===== src/rtl/fetch_unit_pkg.sv =====
`default_nettype none
// ============================================================================
//  Module      : fetch_unit_pkg
//  Description : Shared constants and types for the instruction-fetch stage.
//                c_nop_instr     - canonical bubble (addi x0, x0, 0)
//                c_reset_pc      - default first fetch address
//                c_opcode_opimm  - opcode a bubble reports in ID
//                fetch_entry_t   - {pc, instr} pair held in the fetch buffer
//  Revision    : 1.0 - initial release
// ============================================================================
package fetch_unit_pkg;

    localparam logic [31:0] c_nop_instr    = 32'h0000_0013;
    localparam logic [31:0] c_reset_pc     = 32'h0000_0000;
    localparam logic [6:0]  c_opcode_opimm = 7'h13;

    typedef struct packed {
        logic [31:0] pc;
        logic [31:0] instr;
    } fetch_entry_t;

endpackage
`default_nettype wire


===== src/rtl/fetch_fifo.sv =====
`default_nettype none
// ============================================================================
//  Module      : fetch_fifo
//  Description : Synchronous FIFO, DEPTH a power of two (>= 2).
//                Simultaneous push and pop are allowed, including when full.
//                i_clear empties the FIFO and wins over push/pop.
//  Ports       : clk, rst_n       - clock, asynchronous active-low reset
//                i_clear          - discard all contents
//                i_push/i_wr_data - write port
//                i_pop/o_rd_data  - read port (o_rd_data shows the head)
//                o_count/o_empty/o_full - occupancy
//  Revision    : 1.0 - initial release
// ============================================================================
module fetch_fifo #(
    parameter  int DEPTH = 2,
    parameter  int WIDTH = 32,
    localparam int CNT_W = $clog2(DEPTH) + 1
) (
    input  logic             clk,
    input  logic             rst_n,
    input  logic             i_clear,
    input  logic             i_push,
    input  logic [WIDTH-1:0] i_wr_data,
    input  logic             i_pop,
    output logic [WIDTH-1:0] o_rd_data,
    output logic [CNT_W-1:0] o_count,
    output logic             o_empty,
    output logic             o_full
);

    localparam int PTR_W = $clog2(DEPTH);

    logic [WIDTH-1:0] r_mem [DEPTH];
    logic [PTR_W-1:0] r_wr_ptr;
    logic [PTR_W-1:0] r_rd_ptr;
    logic [CNT_W-1:0] r_count;

    logic w_empty;
    logic w_full;
    logic w_do_pop;
    logic w_do_push;

    assign w_empty   = (r_count == '0);
    assign w_full    = (r_count == CNT_W'(DEPTH));
    assign w_do_pop  = i_pop && !w_empty;
    // A pop in the same cycle frees the slot a full FIFO needs for the push.
    assign w_do_push = i_push && (!w_full || w_do_pop);

    always_ff @(posedge clk or negedge rst_n) begin
        if (!rst_n) begin
            r_wr_ptr <= '0;
            r_rd_ptr <= '0;
            r_count  <= '0;
        end else if (i_clear) begin
            r_wr_ptr <= '0;
            r_rd_ptr <= '0;
            r_count  <= '0;
        end else begin
            if (w_do_push) r_wr_ptr <= r_wr_ptr + PTR_W'(1);
            if (w_do_pop)  r_rd_ptr <= r_rd_ptr + PTR_W'(1);
            r_count <= r_count + CNT_W'(w_do_push) - CNT_W'(w_do_pop);
        end
    end

    // Storage needs no reset: nothing is read until the count says it is valid.
    always_ff @(posedge clk) begin
        if (w_do_push && !i_clear) r_mem[r_wr_ptr] <= i_wr_data;
    end

    assign o_rd_data = r_mem[r_rd_ptr];
    assign o_count   = r_count;
    assign o_empty   = w_empty;
    assign o_full    = w_full;

endmodule
`default_nettype wire


===== src/rtl/fetch_unit.sv =====
`default_nettype none
// ============================================================================
//  Module      : fetch_unit
//  Description : Instruction-fetch stage and IF/ID pipeline register.
//                Issues PC requests over a valid/ready handshake, pairs
//                in-order responses with their PCs, buffers them and feeds
//                the ID register. Holds on stall; flushes on redirect.
//  Ports       : clk, reset (async, active-low)
//                stall_ip, redirect_valid_ip, redirect_pc_ip - control
//                imem_req_*  - request channel to instruction memory
//                imem_rsp_*  - in-order response channel
//                ID_*        - IF/ID register outputs and source fields
//  Revision    : 1.0 - initial release
// ============================================================================
module fetch_unit
    import fetch_unit_pkg::*;
#(
    parameter logic [31:0] RESET_PC   = c_reset_pc,
    parameter int          FIFO_DEPTH = 2
) (
    input  logic        clk,
    input  logic        reset,
    input  logic        stall_ip,
    input  logic        redirect_valid_ip,
    input  logic [31:0] redirect_pc_ip,
    output logic        imem_req_valid_op,
    output logic [31:0] imem_req_addr_op,
    input  logic        imem_req_ready_ip,
    input  logic        imem_rsp_valid_ip,
    input  logic [31:0] imem_rsp_data_ip,
    output logic        ID_valid_op,
    output logic [31:0] ID_pc_op,
    output logic [31:0] ID_instr_op,
    output logic [6:0]  ID_instr_opcode_op,
    output logic [4:0]  ID_src1_addr_op,
    output logic [4:0]  ID_src2_addr_op
);

    localparam int CNT_W = $clog2(FIFO_DEPTH) + 1;

    logic             r_run;
    logic [31:0]      r_pc;
    logic [CNT_W-1:0] r_drop_cnt;
    logic             r_id_valid;
    logic [31:0]      r_id_pc;
    logic [31:0]      r_id_instr;

    logic [CNT_W-1:0] w_inflight_cnt;
    logic             w_inflight_empty;
    logic             w_inflight_full;
    logic [31:0]      w_rsp_pc;

    logic [CNT_W-1:0] w_buf_cnt;
    logic             w_buf_empty;
    logic             w_buf_full;
    fetch_entry_t     w_buf_head;
    fetch_entry_t     w_buf_wr;

    logic [CNT_W:0]   w_credits_used;
    logic             w_req_valid;
    logic             w_req_fire;
    logic             w_rsp;
    logic             w_rsp_dropping;
    logic             w_rsp_keep;
    logic             w_advance;
    logic             w_take_head;
    logic             w_bypass;
    logic             w_buf_push;
    logic [CNT_W-1:0] w_drop_next;

    // ------------------------------------------------------------------
    // Issue: a request needs a credit; in-flight and buffered entries
    // (including ones destined to be dropped) both hold one.
    // ------------------------------------------------------------------
    assign w_credits_used = {1'b0, w_inflight_cnt} + {1'b0, w_buf_cnt};
    assign w_req_valid    = r_run && (w_credits_used < (CNT_W+1)'(FIFO_DEPTH));
    assign w_req_fire     = w_req_valid && imem_req_ready_ip;

    // ------------------------------------------------------------------
    // Response routing. A response with nothing in flight is a protocol
    // error and is ignored.
    // ------------------------------------------------------------------
    assign w_rsp          = imem_rsp_valid_ip && !w_inflight_empty;
    assign w_rsp_dropping = w_rsp && (r_drop_cnt != '0);
    assign w_rsp_keep     = w_rsp && !w_rsp_dropping && !redirect_valid_ip;

    assign w_advance   = !redirect_valid_ip && !stall_ip;
    assign w_take_head = w_advance && !w_buf_empty;
    // Bypass only when the buffer is empty so program order is preserved.
    assign w_bypass    = w_advance && w_buf_empty && w_rsp_keep;
    assign w_buf_push  = w_rsp_keep && !w_bypass;

    assign w_buf_wr.pc    = w_rsp_pc;
    assign w_buf_wr.instr = imem_rsp_data_ip;

    // Everything still in flight after a redirect edge is stale: the
    // current count, less a response retiring now, plus a request firing now.
    assign w_drop_next = w_inflight_cnt - CNT_W'(w_rsp) + CNT_W'(w_req_fire);

    fetch_fifo #(
        .DEPTH (FIFO_DEPTH),
        .WIDTH (32)
    ) u_inflight_fifo (
        .clk       (clk),
        .rst_n     (reset),
        .i_clear   (1'b0),
        .i_push    (w_req_fire),
        .i_wr_data (r_pc),
        .i_pop     (w_rsp),
        .o_rd_data (w_rsp_pc),
        .o_count   (w_inflight_cnt),
        .o_empty   (w_inflight_empty),
        .o_full    (w_inflight_full)
    );

    fetch_fifo #(
        .DEPTH (FIFO_DEPTH),
        .WIDTH ($bits(fetch_entry_t))
    ) u_instr_buf (
        .clk       (clk),
        .rst_n     (reset),
        .i_clear   (redirect_valid_ip),
        .i_push    (w_buf_push),
        .i_wr_data (w_buf_wr),
        .i_pop     (w_take_head),
        .o_rd_data (w_buf_head),
        .o_count   (w_buf_cnt),
        .o_empty   (w_buf_empty),
        .o_full    (w_buf_full)
    );

    // PC, drop counter and the run flag that keeps requests low in reset.
    always_ff @(posedge clk or negedge reset) begin
        if (!reset) begin
            r_run      <= 1'b0;
            r_pc       <= RESET_PC;
            r_drop_cnt <= '0;
        end else begin
            r_run <= 1'b1;
            if (redirect_valid_ip) begin
                r_pc       <= redirect_pc_ip;
                r_drop_cnt <= w_drop_next;
            end else begin
                if (w_req_fire)     r_pc       <= r_pc + 32'd4;
                if (w_rsp_dropping) r_drop_cnt <= r_drop_cnt - CNT_W'(1);
            end
        end
    end

    // IF/ID register. Redirect beats stall; a bubble keeps the old PC.
    always_ff @(posedge clk or negedge reset) begin
        if (!reset) begin
            r_id_valid <= 1'b0;
            r_id_pc    <= '0;
            r_id_instr <= c_nop_instr;
        end else if (redirect_valid_ip) begin
            r_id_valid <= 1'b0;
            r_id_instr <= c_nop_instr;
        end else if (!stall_ip) begin
            if (w_take_head) begin
                r_id_valid <= 1'b1;
                r_id_pc    <= w_buf_head.pc;
                r_id_instr <= w_buf_head.instr;
            end else if (w_bypass) begin
                r_id_valid <= 1'b1;
                r_id_pc    <= w_rsp_pc;
                r_id_instr <= imem_rsp_data_ip;
            end else begin
                r_id_valid <= 1'b0;
                r_id_instr <= c_nop_instr;
            end
        end
    end

    assign imem_req_valid_op  = w_req_valid;
    assign imem_req_addr_op   = r_pc;
    assign ID_valid_op        = r_id_valid;
    assign ID_pc_op           = r_id_pc;
    assign ID_instr_op        = r_id_instr;
    assign ID_instr_opcode_op = r_id_instr[6:0];
    assign ID_src1_addr_op    = r_id_instr[19:15];
    assign ID_src2_addr_op    = r_id_instr[24:20];

    a_rsp_needs_request: assert property (@(posedge clk) disable iff (!reset)
        !(imem_rsp_valid_ip && w_inflight_empty));
    a_credit_bound: assert property (@(posedge clk) disable iff (!reset)
        w_credits_used <= (CNT_W+1)'(FIFO_DEPTH));
    a_buf_no_overflow: assert property (@(posedge clk) disable iff (!reset)
        !(w_buf_push && w_buf_full && !w_take_head));
    a_inflight_no_overflow: assert property (@(posedge clk) disable iff (!reset)
        !(w_req_fire && w_inflight_full && !w_rsp));

endmodule
`default_nettype wire

===== config.mk =====
export PLATFORM = sky130hd
export DESIGN_NAME = fetch_unit
export DESIGN_NICKNAME = d
export VERILOG_FILES = /design/src/rtl/fetch_unit_pkg.sv /design/src/rtl/fetch_fifo.sv /design/src/rtl/fetch_unit.sv
export SDC_FILE = /design/constraint.sdc
export NUM_CORES = 1
export LEC_CHECK = 0
export CORE_ASPECT_RATIO = 1.25
export CORE_UTILIZATION = 48
export CTS_CLUSTER_SIZE = 14
export DETAILED_ROUTE_END_ITERATION = 10
export MAX_ROUTING_LAYER = met4
export PLACE_DENSITY = 0.75
export SLEW_MARGIN = 30
export SYNTH_ARGS = -nofsm -noshare
export SYNTH_HDL_FRONTEND = slang
export SYNTH_SLANG_ARGS = --single-unit

===== constraint.sdc =====
create_clock -name clk -period 6.3 [get_ports clk]
set_clock_uncertainty 0.2 [all_clocks]
set_input_delay 1.26 -clock clk [delete_from_list [all_inputs] [get_ports clk]]
set_output_delay 1.26 -clock clk [all_outputs]
set_load 0.02 [all_outputs]

* Word level (Yosys, flattened, before mapping) *
Memories as Yosys holds them, arrays and structs flattened.
Index checks and enable logic that the tools add are counted.

word-level totals
  memory bits (writable) = 192
  memories kept = 2
  flip-flop bits (word level) = 108
  logic and storage cells = 91
  ROM bits = 0
  bits in latches = 0
  output and inout port bits = 115

cells by class
  bitwise operators = 2
  magnitude comparators = 1
  add/sub/neg operators = 13
  reductions and logical operators = 35
  mux-type cells = 23
  equal/unequal tests = 3
  shifts and indexed selects = 0
  multiply operators = 0
  div/mod/pow operators = 0

memory list
  memory                 words  width  read ports  clocked after Yosys merged registers in  write ports  line              RTL
  u_instr_buf.r_mem      2      64     1           0                                        1            fetch_fifo.sv:33  logic [WIDTH-1:0] r_mem [DEPTH];
  u_inflight_fifo.r_mem  2      32     1           0                                        1            fetch_fifo.sv:33

operators by type and width
  operator                                               count
  2-to-1 mux 32 bit                                      8
  adder 32 x 3 -> 32 bit, second input constant          1
  logical AND 1 bit                                      16
  2-to-1 mux 1 bit                                       12
  nonzero test 2 bit                                     6
  logical NOT 1 bit                                      8
  adder 2 x 1 -> 2 bit                                   3
  2-to-1 mux 2 bit                                       3
  subtractor 2 x 1 -> 2 bit                              3
  adder 1 bit, second input constant                     4
  equality test 2 bit, second input constant             2
  logical NOT 2 bit                                      2
  adder 2 x 2 -> 3 bit                                   1
  < comparator 3 x 2 -> 1 bit, second input constant     1
  AND reduction 3 bit                                    1
  logical OR 1 bit                                       2
  inequality test 2 x 1 -> 1 bit, second input constant  1
  inverter 1 bit                                         2
  subtractor 2 x 1 -> 2 bit, second input constant       1

* Longest topological paths before layout *
Gate-level depths: netlist of run 1.

  depth in word-level cells = 14
  depth in mapped cells = 13

* Hierarchy *
A second synthesis of run 1 with hierarchy kept.

unflattened totals
  cell total of the unflattened synthesis = 868
  area total of the unflattened synthesis = 12509.5 µm²

modules (own cells, without submodules)
  module                        area an instance (µm²)  cells each  sequential area each (µm²)  instances
  fetch_unit                    5044.8                  511         2506.2                      1
  fetch_fifo (u_instr_buf)      4902.2                  228         3943.8                      1
  fetch_fifo (u_inflight_fifo)  2562.5                  129         2021.9                      1

* Least setup slack after synthesis of run 1 *
No wires, ideal clock.

  path kind = input-to-reg
  start = in redirect_valid_ip
  end = mem u_instr_buf.r_mem[0][0] (netlist bit), enable pin
  arrival time = 4707 ps
  setup slack = 899 ps
  cell stages on the path = 3
  required time = 5606 ps
  setup time = 494 ps
  cells stage by stage = clkbuf_1 > a211oi_1 > nor2b_1

between the ends
  longest elaborated chain between the ends = 10
  elaborated cells between the ends (all ways) = 14
  classes of those cells = 2 x mux; 12 x reduce/logical

RTL lines
  element                                     line                                                  RTL
  start: declaration                          fetch_unit.sv:24                                      input logic redirect_valid_ip,
  logical NOT 1 bit (*)                       fetch_fifo.sv:67, fetch_unit.sv:85, fetch_unit.sv:87
  logical AND 1 bit                           fetch_unit.sv:87                                      assign w_advance = !redirect_valid_ip && !stall_ip;
  logical AND 1 bit (2 in a row)              fetch_unit.sv:90                                      assign w_bypass = w_advance && w_buf_empty && w_rsp_keep;
  logical NOT 1 bit                           fetch_unit.sv:91                                      assign w_buf_push = w_rsp_keep && !w_bypass;
  logical AND 1 bit                           fetch_unit.sv:91
  logical AND 1 bit                           fetch_fifo.sv:47                                      assign w_do_push = i_push && (!w_full || w_do_pop);
  logical AND 1 bit (*)                       fetch_fifo.sv:67                                      if (w_do_push && !i_clear) r_mem[r_wr_ptr] <= i_wr_data;
  2-to-1 mux 1 bit (*)                        fetch_fifo.sv:67
  2-to-1 mux 1 bit (implied by the code) (*)  fetch_fifo.sv:67
  end: declaration                            fetch_fifo.sv:33

Mark *: on every way between the ends. The rest lies on a longest branch, timed or not.

* Worst setup path after layout of run 1 *
  start = reg u_instr_buf.r_count[0] (netlist: u_instr_buf.o_count[0])
  end = out imem_req_valid_op

between the ends
  longest elaborated chain between the ends = 3

RTL lines
  element                      line              RTL
  start: declaration           fetch_fifo.sv:36  logic [CNT_W-1:0] r_count;
  start signal: assignment     fetch_fifo.sv:61  r_count <= r_count + CNT_W'(w_do_push) - CNT_W'(w_do_pop);
  adder 2 x 2 -> 3 bit         fetch_unit.sv:75  assign w_credits_used = {1'b0, w_inflight_cnt} + {1'b0, w_buf_cnt};
  < comparator 3 x 2 -> 1 bit  fetch_unit.sv:76  assign w_req_valid = r_run && (w_credits_used < (CNT_W+1)'(FIFO_DEPTH));
  logical AND 1 bit            fetch_unit.sv:76
  end: declaration             fetch_unit.sv:26  output logic imem_req_valid_op,

Every way passes these cells.

==> flow_metrics.tcl, run 1 <==
set metrics [dict create \
    worstSetupPathType "flop to output port" \
    ctsHoldBuffers 0 \
    drive_gt1_share_pct 10.2 \
    required_ps 4840 \
    insertion_delay_ps 540 \
    cts-htree-levels 1 \
    hold_viol_final 0 \
    postSynth.asyncResetShare_pct 36.0 \
    pre_cts_ws_ps 2030 \
    clockBufferDepth 3 \
    syn-mean-instance-area_um2 13.8 \
    max_slew_margin_pct 36.5 \
    ys_warn_count 0 \
    core_um2 25300 \
    tightest_slew_ps 952 \
    postRouteAntennaNets 0 \
    grt.total_usage_pct 20.1 \
    finalSetupViolations 0 \
    period_minus_slack_ps 4020 \
    postCtsSetupBuffers 0 \
    routed_via_density 5.47 \
    io_pins 185 \
    gp_congestion 0.817 \
    synth_top_area_share_pct 46.6 \
    power.leakage_nw 5.47 \
    synthCells 895 \
    fin_cells 1412 \
    setup_tns_ps 0 \
    grt.overflow.total 0 \
    syn_nets 974 \
    yosys.area.top_type "edfxtp_1" \
    cp_data_arrival_time_ps 2560 \
    dieArea_um2 26400 \
    rows 65 \
    p_per_area_nw_per_um2 354 \
    cts_resized 0 \
    nets 1135 \
    initial_core_util_pct 48.9 \
    cts_tree "done" \
    grt_pass1_wl_um 41100 \
    cap_viol_max_count 0 \
    numPortBuffers 184 \
    fp.dieW_um 146 \
    total_power_mw 5.44 \
    max_freq_ghz 0.249 \
    drc 0 \
    seq_area_frac_synth_pct 68.5 \
    wirelength_um 25300 \
    r2r_slack_ps 2890 \
    num_antenna_cells 0 \
    dr.pass1.iters 5 \
    grt_pass1_vias 7748 \
    fin_crit_sh_pct 63.7 \
    postLayoutCoreUtil_pct 60.7 \
    synth_edf_count 192 \
    critPathLaunchType "flop" \
    hold_depth 2 \
    drtIter0Drc 391 \
    antenna_found_initial 0 \
    rsz0062_at_grt "no" \
    drv_slew 0 \
    vdd_drop_max_mv 0.214 \
    status "finished clean" \
    post_synth_num_cell_types 55 \
    dp_hpwl_um 16500 \
    worst_slack_ps 2280 \
    wire_per_inst_um 17.9 \
    synthFlopType "edfxtp_1" \
    placed_cells 1360 \
    area_delta_synth_final_pct 24.1 \
    clk_pin_slew_ps 60 \
    hold_class "flop to flop" \
    cts_buffers 29 \
    num_vias 7729 \
    synth_area_um2 12400 \
    clkSinkCount 300 \
    ys_ff_latch 300 \
    synthTopCellsByArea "edfxtp_1 47%, dfrtp_1 21%, mux2_2 3.2%" \
    grt_max_degree 75 \
    cts_root_buf "clkbuf_16" \
    die_h_um 181 \
    reg2reg_depth 8 \
    crit_fanout 3 \
    endpoint_kind "output port" \
]
-- through the flow --
step	instance area, um2	hold slack, ps
4_1_cts	15300	282
6_report	15300	279
5_1_grt	15300	309
3_5_place_dp	14400	268
3_3_place_gp	14400	261
2_1_floorplan	12400	256
-- power breakdown --
group | leakage, nW | total (mW) | switching (mW) | internal, mW
clock network | 0.434 | 1.64 | 0.689 | 0.951
registers | 3.09 | 2.56 | 0.172 | 2.39
logic | 1.95 | 1.24 | 0.671 | 0.567
total | 5.47 | 5.44 | 1.53 | 3.91
-- worst paths after layout --
path,start,to
max,u_instr_buf.o_count[0]$_DFF_PN0_,imem_req_valid_op
min reg2reg,ID_pc_op[7]$_DFFE_PN0P_,ID_pc_op[7]$_DFFE_PN0P_
min in group asynchronous,reset,u_inflight_fifo.r_rd_ptr$_DFFE_PN0N_
min,ID_pc_op[7]$_DFFE_PN0P_,ID_pc_op[7]$_DFFE_PN0P_
max reg2reg,u_instr_buf.o_count[0]$_DFF_PN0_,imem_req_addr_op[15]$_DFFE_PN0P_
max in group asynchronous,reset,u_instr_buf.r_rd_ptr$_DFFE_PN0P_
-- cell families after synthesis --
logic type               after synthesis  share of synthesized area, %
AO/OA/AOI/OAI                        154                          9.55
XOR/XNOR                              21                          1.49
adder cells (fa/ha/maj)                9                         0.971
buffers and inverters                 82                          3.05
flip-flops                           300                          68.5
multiplexers                          68                          5.86
other                                  1                        0.0303
AND/OR/NAND/NOR                      260                          10.5
-- synthesized netlist by cell type, types with 3 or more instances --
| master | count |
|---|---|
| a211oi_1 | 33 |
| a221o_1 | 30 |
| a22oi_1 | 3 |
| a31oi_1 | 12 |
| and2_1 | 5 |
| and4_1 | 4 |
| buf_1 | 6 |
| buf_4 | 18 |
| clkbuf_1 | 41 |
| dfrtp_1 | 105 |
| dfstp_2 | 3 |
| edfxtp_1 | 192 |
| ha_1 | 8 |
| inv_1 | 14 |
| mux2_2 | 35 |
| mux2i_1 | 33 |
| nand2_1 | 60 |
| nand3_1 | 15 |
| nand3_2 | 3 |
| nand4_1 | 9 |
| nor2_1 | 87 |
| nor2b_1 | 39 |
| nor3_1 | 6 |
| nor4_1 | 5 |
| o21ai_0 | 17 |
| o31ai_1 | 40 |
| or3_1 | 3 |
| or4_1 | 12 |
| xnor2_1 | 17 |
| xor2_1 | 4 |
-- cells in the final DEF, fill, tap and decap left out, types with 17 or more instances in the layout --
master / count
edfxtp_1: 192
clkdlybuf4s50_1: 182
dfrtp_1: 104
nor2_1: 86
nand2_1: 60
o31ai_1: 40
nor2b_1: 37
mux2_2: 35
a211oi_1: 33
mux2i_1: 33
a221o_1: 30
clkbuf_16: 29
o21ai_0: 17
xnor2_1: 17
-- cell type report --
type,count,area [um2]
clock buffer,40,787
clock inverter,12,115
fill,1946,9940
inverter,16,60.1
multi-input combinational,513,3560
sequential,300,8480
tap,335,419
timing repair buffer,196,1930
-- sequential cells by signal (all words and copies together) (netlist names) --
register and flops:
r_run 1, u_instr_buf.r_rd_ptr 1, u_instr_buf.o_count 2, ID_valid_op 1, r_drop_cnt 2, imem_req_addr_op 32, u_inflight_fifo.r_wr_ptr 1, ID_pc_op 32
u_inflight_fifo.r_mem 64, u_inflight_fifo.r_rd_ptr 1, u_instr_buf.r_mem 128, u_instr_buf.r_wr_ptr 1, ID_instr_op 32, u_inflight_fifo.o_count 2
-- per-layer routing --
metal	vias up	part of all wire, %	track usage [%]
li1	3672	-	-
met2	234	49	33.9
met3	50	4.5	2.24
met5	-	0	-
met1	3773	44	25.7
met4	0	2.7	6.48
-- worst max-delay path, cell delays in order (launching register included) --
cell and delay (ps):
dfrtp_1 420, inv_1 120, nor2_1 140, fa_1 470, nor3b_1 230, clkdlybuf4s50_1 630
Note: power is estimated with default switching activity, not from simulation.
==> inputs of run 2 (changes only) <==
==> constraint.sdc (replaced) <==
create_clock -name clk -period 3.95 [get_ports clk]
set_clock_uncertainty 0.2 [all_clocks]
set_input_delay 0.79 -clock clk [delete_from_list [all_inputs] [get_ports clk]]
set_output_delay 0.79 -clock clk [all_outputs]
set_load 0.02 [all_outputs]
==> run 2 against run 1 <==
Sequential share of layout area shrank 0.28 points. Clock-buffer cell count grew 1. Via count grew 1.0%. First-iteration DRC count grew 30%. Final cell count grew 0.50%. Wire length shrank 0.10%. Largest cell class unchanged. Critical path type unchanged.
==> flow_metrics.tcl, run 2 (synthesis results as in run 1) <==
set metrics [dict create \
    critPathLaunchType "flop" \
    total_power_mw 8.64 \
    largest_register "u_instr_buf.r_mem" \
    dp_hpwl_um 17000 \
    area_delta_synth_final_pct 24.7 \
    internal_power_mw 6.23 \
    wirelength_um 25200 \
    clkSinkCount 300 \
    hold_class "input pin to async pin" \
    power.leakage_nw 5.53 \
    mostFrequentLayoutCells "192 x edfxtp_1, 182 x clkdlybuf4s50_1, 104 x dfrtp_1" \
    crit_fanout 3 \
    insertion_delay_ps 530 \
    grt_pass1_vias 7703 \
    worstSetupPathType "flop to output port" \
    num_vias 7806 \
    grt_pass1_wl_um 40600 \
    largest_reg_flops 128 \
    grt.overflow.total 0 \
    gp_congestion 0.874 \
    routed_via_density 5.50 \
    core_um2 25300 \
    finish.instance_area_um2 15400 \
    ctsHoldBuffers 0 \
    placed_cells 1367 \
    rsz0062_at_grt "no" \
    crit_chain "inv_1 > nor2_1 > fa_1 > nor3b_1 > clkdlybuf4s50_1" \
    setup_tns_ps 0 \
    finalSetupViolations 0 \
    cts_resized 0 \
    die_h_um 181 \
    seqPwrFrac_pct 47.5 \
    cts_root_buf "clkbuf_16" \
    tightest_slew_ps 920 \
    dr.pass1.iters 6 \
    required_ps 2960 \
    num_antenna_cells 0 \
    clockBufferDepth 3 \
    critPathMaxStageDelay_ps 630 \
    io_pins 185 \
    status "finished clean" \
    p_per_area_nw_per_um2 560 \
    final_common_cell "edfxtp_1" \
    cts_tree "done" \
    max_freq_ghz 0.285 \
    numPortBuffers 184 \
    hold_viol_final 0 \
    vdd_drop_max_mv 0.313 \
    wire_per_inst_um 17.8 \
    rows 65 \
    worst_slack_ps 439 \
    grt_max_degree 69 \
    grt.total_usage_pct 20.0 \
    postLayoutCoreUtil_pct 61.0 \
    initial_core_util_pct 48.9 \
    cts-htree-levels 1 \
    fin_cells 1419 \
    drtIter0Drc 508 \
    max_slew_margin_pct 38.3 \
    pre_cts_ws_ps 377 \
    period_minus_slack_ps 3510 \
    nets 1141 \
    dieArea_um2 26400 \
    drv_slew 0 \
    cap_viol_max_count 0 \
    placed_area_um2 14500 \
    postCtsSetupBuffers 0 \
    reg.largest.list "u_instr_buf.r_mem (128), u_inflight_fifo.r_mem (64)" \
    fin_crit_sh_pct 88.9 \
    share_comb_of_total_power_pct 22.8 \
    clk_pin_slew_ps 60 \
    drc 0 \
    cp_data_arrival_time_ps 2520 \
    fp.dieW_um 146 \
    antenna_found_initial 0 \
    hold_ws_ps 98.4 \
    endpoint_kind "output port" \
    postRouteAntennaNets 0 \
    critical_path.slowest_cell "clkdlybuf4s50_1" \
    cts_buffers 28 \
    drive_gt1_share_pct 10.9 \
    clockPowerShare_pct 29.8 \
    power_switching_mw 2.42 \
    switching_share_pct 27.9 \
]
==> run 2: cell type report <==
cell class / count / area [um2]
timing repair buffer: 203 / 1990
fill: 1941 / 9870
multi-input combinational: 513 / 3570
clock inverter: 11 / 48.8
sequential: 300 / 8480
clock buffer: 41 / 863
inverter: 16 / 60.1
tap: 335 / 419
==> run 2: final timing paths <==
check / startpoint / to / slack [ps] / cells past startpoint
worst min-delay path: reset / imem_req_addr_op[13]$_DFFE_PN0P_ / 100 / 1
worst max register to register: u_instr_buf.o_count[0]$_DFF_PN0_ / imem_req_addr_op[29]$_DFFE_PN0P_ / 560 / 8
worst min register to register: ID_valid_op$_DFFE_PN0P_ / ID_valid_op$_DFFE_PN0P_ / 280 / 2
worst max-delay path: u_instr_buf.o_count[0]$_DFF_PN0_ / imem_req_valid_op / 440 / 5
min in group clk: ID_valid_op$_DFFE_PN0P_ / ID_valid_op$_DFFE_PN0P_ / 280 / 2
max in group asynchronous: reset / ID_instr_op[10]$_DFFE_PN0P_ / 2610 / 2
==> run 2: power by group through the flow <==
stage / Clock (mW) / Combinational, mW / Sequential (mW)
2_1_floorplan: 0 / 0.935 / 4.32
3_3_place_gp: 0 / 1.93 / 4.16
3_5_place_dp: 0 / 1.97 / 4.17
4_1_cts: 2.62 / 1.99 / 4.11
5_1_grt: 2.75 / 2.14 / 4.15
6_report: 2.57 / 1.97 / 4.10
==> run 2: metal layers <==
metal / up-vias / track usage [%] / wire length, um
met5: - / - / 0
met4: 0 / 5.68 / 527
met3: 37 / 2.56 / 1200
met2: 240 / 33.6 / 12700
met1: 3839 / 25.5 / 10800
li1: 3690 / - / -
==> run 2: worst max-delay path: cells and delay by family (launching register included) <==
family / cells / cell delay [ps]
simple gates: 2 / 350
flops: 1 / 420
buf+inv: 2 / 740
fa+ha+maj: 1 / 470
==> RTL edit, RTL diff (flow settings as in run 1) <==
Make the reset (`reset` and `rst_n`) synchronous in 3 clocked blocks. Comments in the files are not updated.
--- a/src/rtl/fetch_fifo.sv
+++ b/src/rtl/fetch_fifo.sv
@@ -46,7 +46,7 @@
     // A pop in the same cycle frees the slot a full FIFO needs for the push.
     assign w_do_push = i_push && (!w_full || w_do_pop);
 
-    always_ff @(posedge clk or negedge rst_n) begin
+    always_ff @(posedge clk) begin
         if (!rst_n) begin
             r_wr_ptr <= '0;
             r_rd_ptr <= '0;
--- a/src/rtl/fetch_unit.sv
+++ b/src/rtl/fetch_unit.sv
@@ -130,7 +130,7 @@
     );
 
     // PC, drop counter and the run flag that keeps requests low in reset.
-    always_ff @(posedge clk or negedge reset) begin
+    always_ff @(posedge clk) begin
         if (!reset) begin
             r_run      <= 1'b0;
             r_pc       <= RESET_PC;
@@ -148,7 +148,7 @@
     end
 
     // IF/ID register. Redirect beats stall; a bubble keeps the old PC.
-    always_ff @(posedge clk or negedge reset) begin
+    always_ff @(posedge clk) begin
         if (!reset) begin
             r_id_valid <= 1'b0;
             r_id_pc    <= '0;
Check against the original RTL: differs if reset is asserted again (counterexample within 4 cycles, from zero or initial values and one cycle with reset low); with reset held inactive, the same outputs for 4 cycles.
==> RTL edit against run 1 <==
- final area fell by 0.42%
- sequential cell count grew 2
- sequential share of layout area fell by 3.1 points
- area after synthesis decreased by 0.85%
- global-route usage rose by 1.7 points
- via count grew 6.7%
- maximum frequency is 6.7% lower
- wire length is 9.1% higher
- critical path type unchanged
- register-to-register slack improved by 0.28 ns
- critical endpoint unchanged
- worst setup slack worse by 0.29 ns
- count of clock-buffer cells in the layout decreased by 5
- highest routed layer unchanged
Power is not compared: it rests on default switching activity, and its combinational part moved more than twofold at a synthesized area within 25%.
==> RTL edit: results <==
group,metric,value,unit
outcome,status,"complete, no violations",
power_and_ir_drop,power_leakage,4.98,nW
cts,cts_root_buf,"clkbuf_16",
drt,drtPass1Iterations,6,
synthesis,synth-edff-count,192,
layout,final_nets,1158,
synthesis,post_synth_num_cell_types,56,
drt,dr_total_vias,8247,
synthesis,yosysSeqAreaShare,0.650,
place,place_hpwl,17500,um
grt,grt_max_degree,53,
synthesis,yosys-top-cells-count,"192 x edfxtp_1, 110 x dfxtp_1, 96 x mux2_2",
drt,wl,27600,um
drt,drt_iter0_drc,559,
grt,grt_pass1_wl,44500,um
place,post-place-ws,1.88,ns
setup_path,critPathMaxFanout,6,
synthesis,synth_nets,1001,
grt,grt_use_total,0.219,
place,gp_congestion,0.819,
synthesis,netlist_top_cells_area,"edfxtp_1 47%, dfxtp_1 18%, mux2_2 8.8%",
layout,layout-drive-gt1-share,0.190,
setup_path,cp_data_arrival_time,2.84,ns
place,port_buffers,184,
layout,top_regs,"u_instr_buf.r_mem x128, u_inflight_fifo.r_mem x64",
grt,grt_pass1_vias,8285,
synthesis,yosysWarnings,0,
cts,htreeDepth,1,
layout,nFillCells,1950,
cts,post_cts_resized,0,
synthesis,synthArstFlopShare,0,
grt,antenna_found_initial,0,
hold_path,hp-class,"reg2reg",
cts,clockBufferDepth,3,
timing,max_slew_margin,0.388,
==> RTL edit: critical path, stage by stage (launching register included) <==
cell	delay, ns
dfxtp_1	0.35
inv_1	0.09
nor2_1	0.15
fa_1	0.45
or3b_1	0.53
inv_1	0.13
clkdlybuf4s50_1	0.61
==> RTL edit: area by class of cell <==
type                    count  area, sq um  area share
multi-input cells         525         3890       0.255
repair buffers            203         1980       0.130
clock buffers              35          758      0.0496
flip-flops and latches    302         7970       0.521
well taps                 335          419      0.0274
clock inverters            18          189      0.0124
inverters                  18         70.1     0.00458
==> RTL edit: path summary, 6_finish.rpt <==
path,depth (start not counted),endpoint,from,slack [ns]
max,6,imem_req_valid_op,u_instr_buf.o_count[0],2.00
min,2,ID_valid_op,ID_valid_op,0.31
max reg2reg,8,imem_req_addr_op[29],u_instr_buf.o_count[0],3.17
min reg2reg,2,ID_valid_op,ID_valid_op,0.31
==> RTL edit: stage by stage <==
step	cells	area, sq um	util
after floorplan	922	12300	-
after global placement	1383	14300	0.570
after detailed placement	1383	14300	0.570
after CTS	1436	15300	0.608
after global routing	1436	15300	0.608
final	1436	15300	0.608
==> RTL edit: cells by family after synthesis <==
kind of cell / share of synthesized area
compound gates: 0.0961
buf+inv: 0.0353
simple gates: 0.104
fa+ha+maj: 0.00980
mux: 0.0906
flops: 0.650
xor+xnor: 0.0143
==> RTL edit: per-layer routing <==
layer	track usage	part of all wire
met5	-	0
met3	0.0273	0.062
met4	0.0787	0.025
met2	0.362	0.49
met1	0.276	0.43
==> RTL edit: where the power goes <==
part | internal, mW | leakage (nW) | switching (mW)
Clock | 1.02 | 0.473 | 0.707
Combinational | 0.282 | 1.86 | 0.308
Sequential | 2.25 | 2.65 | 0.0990
Total | 3.55 | 4.98 | 1.11
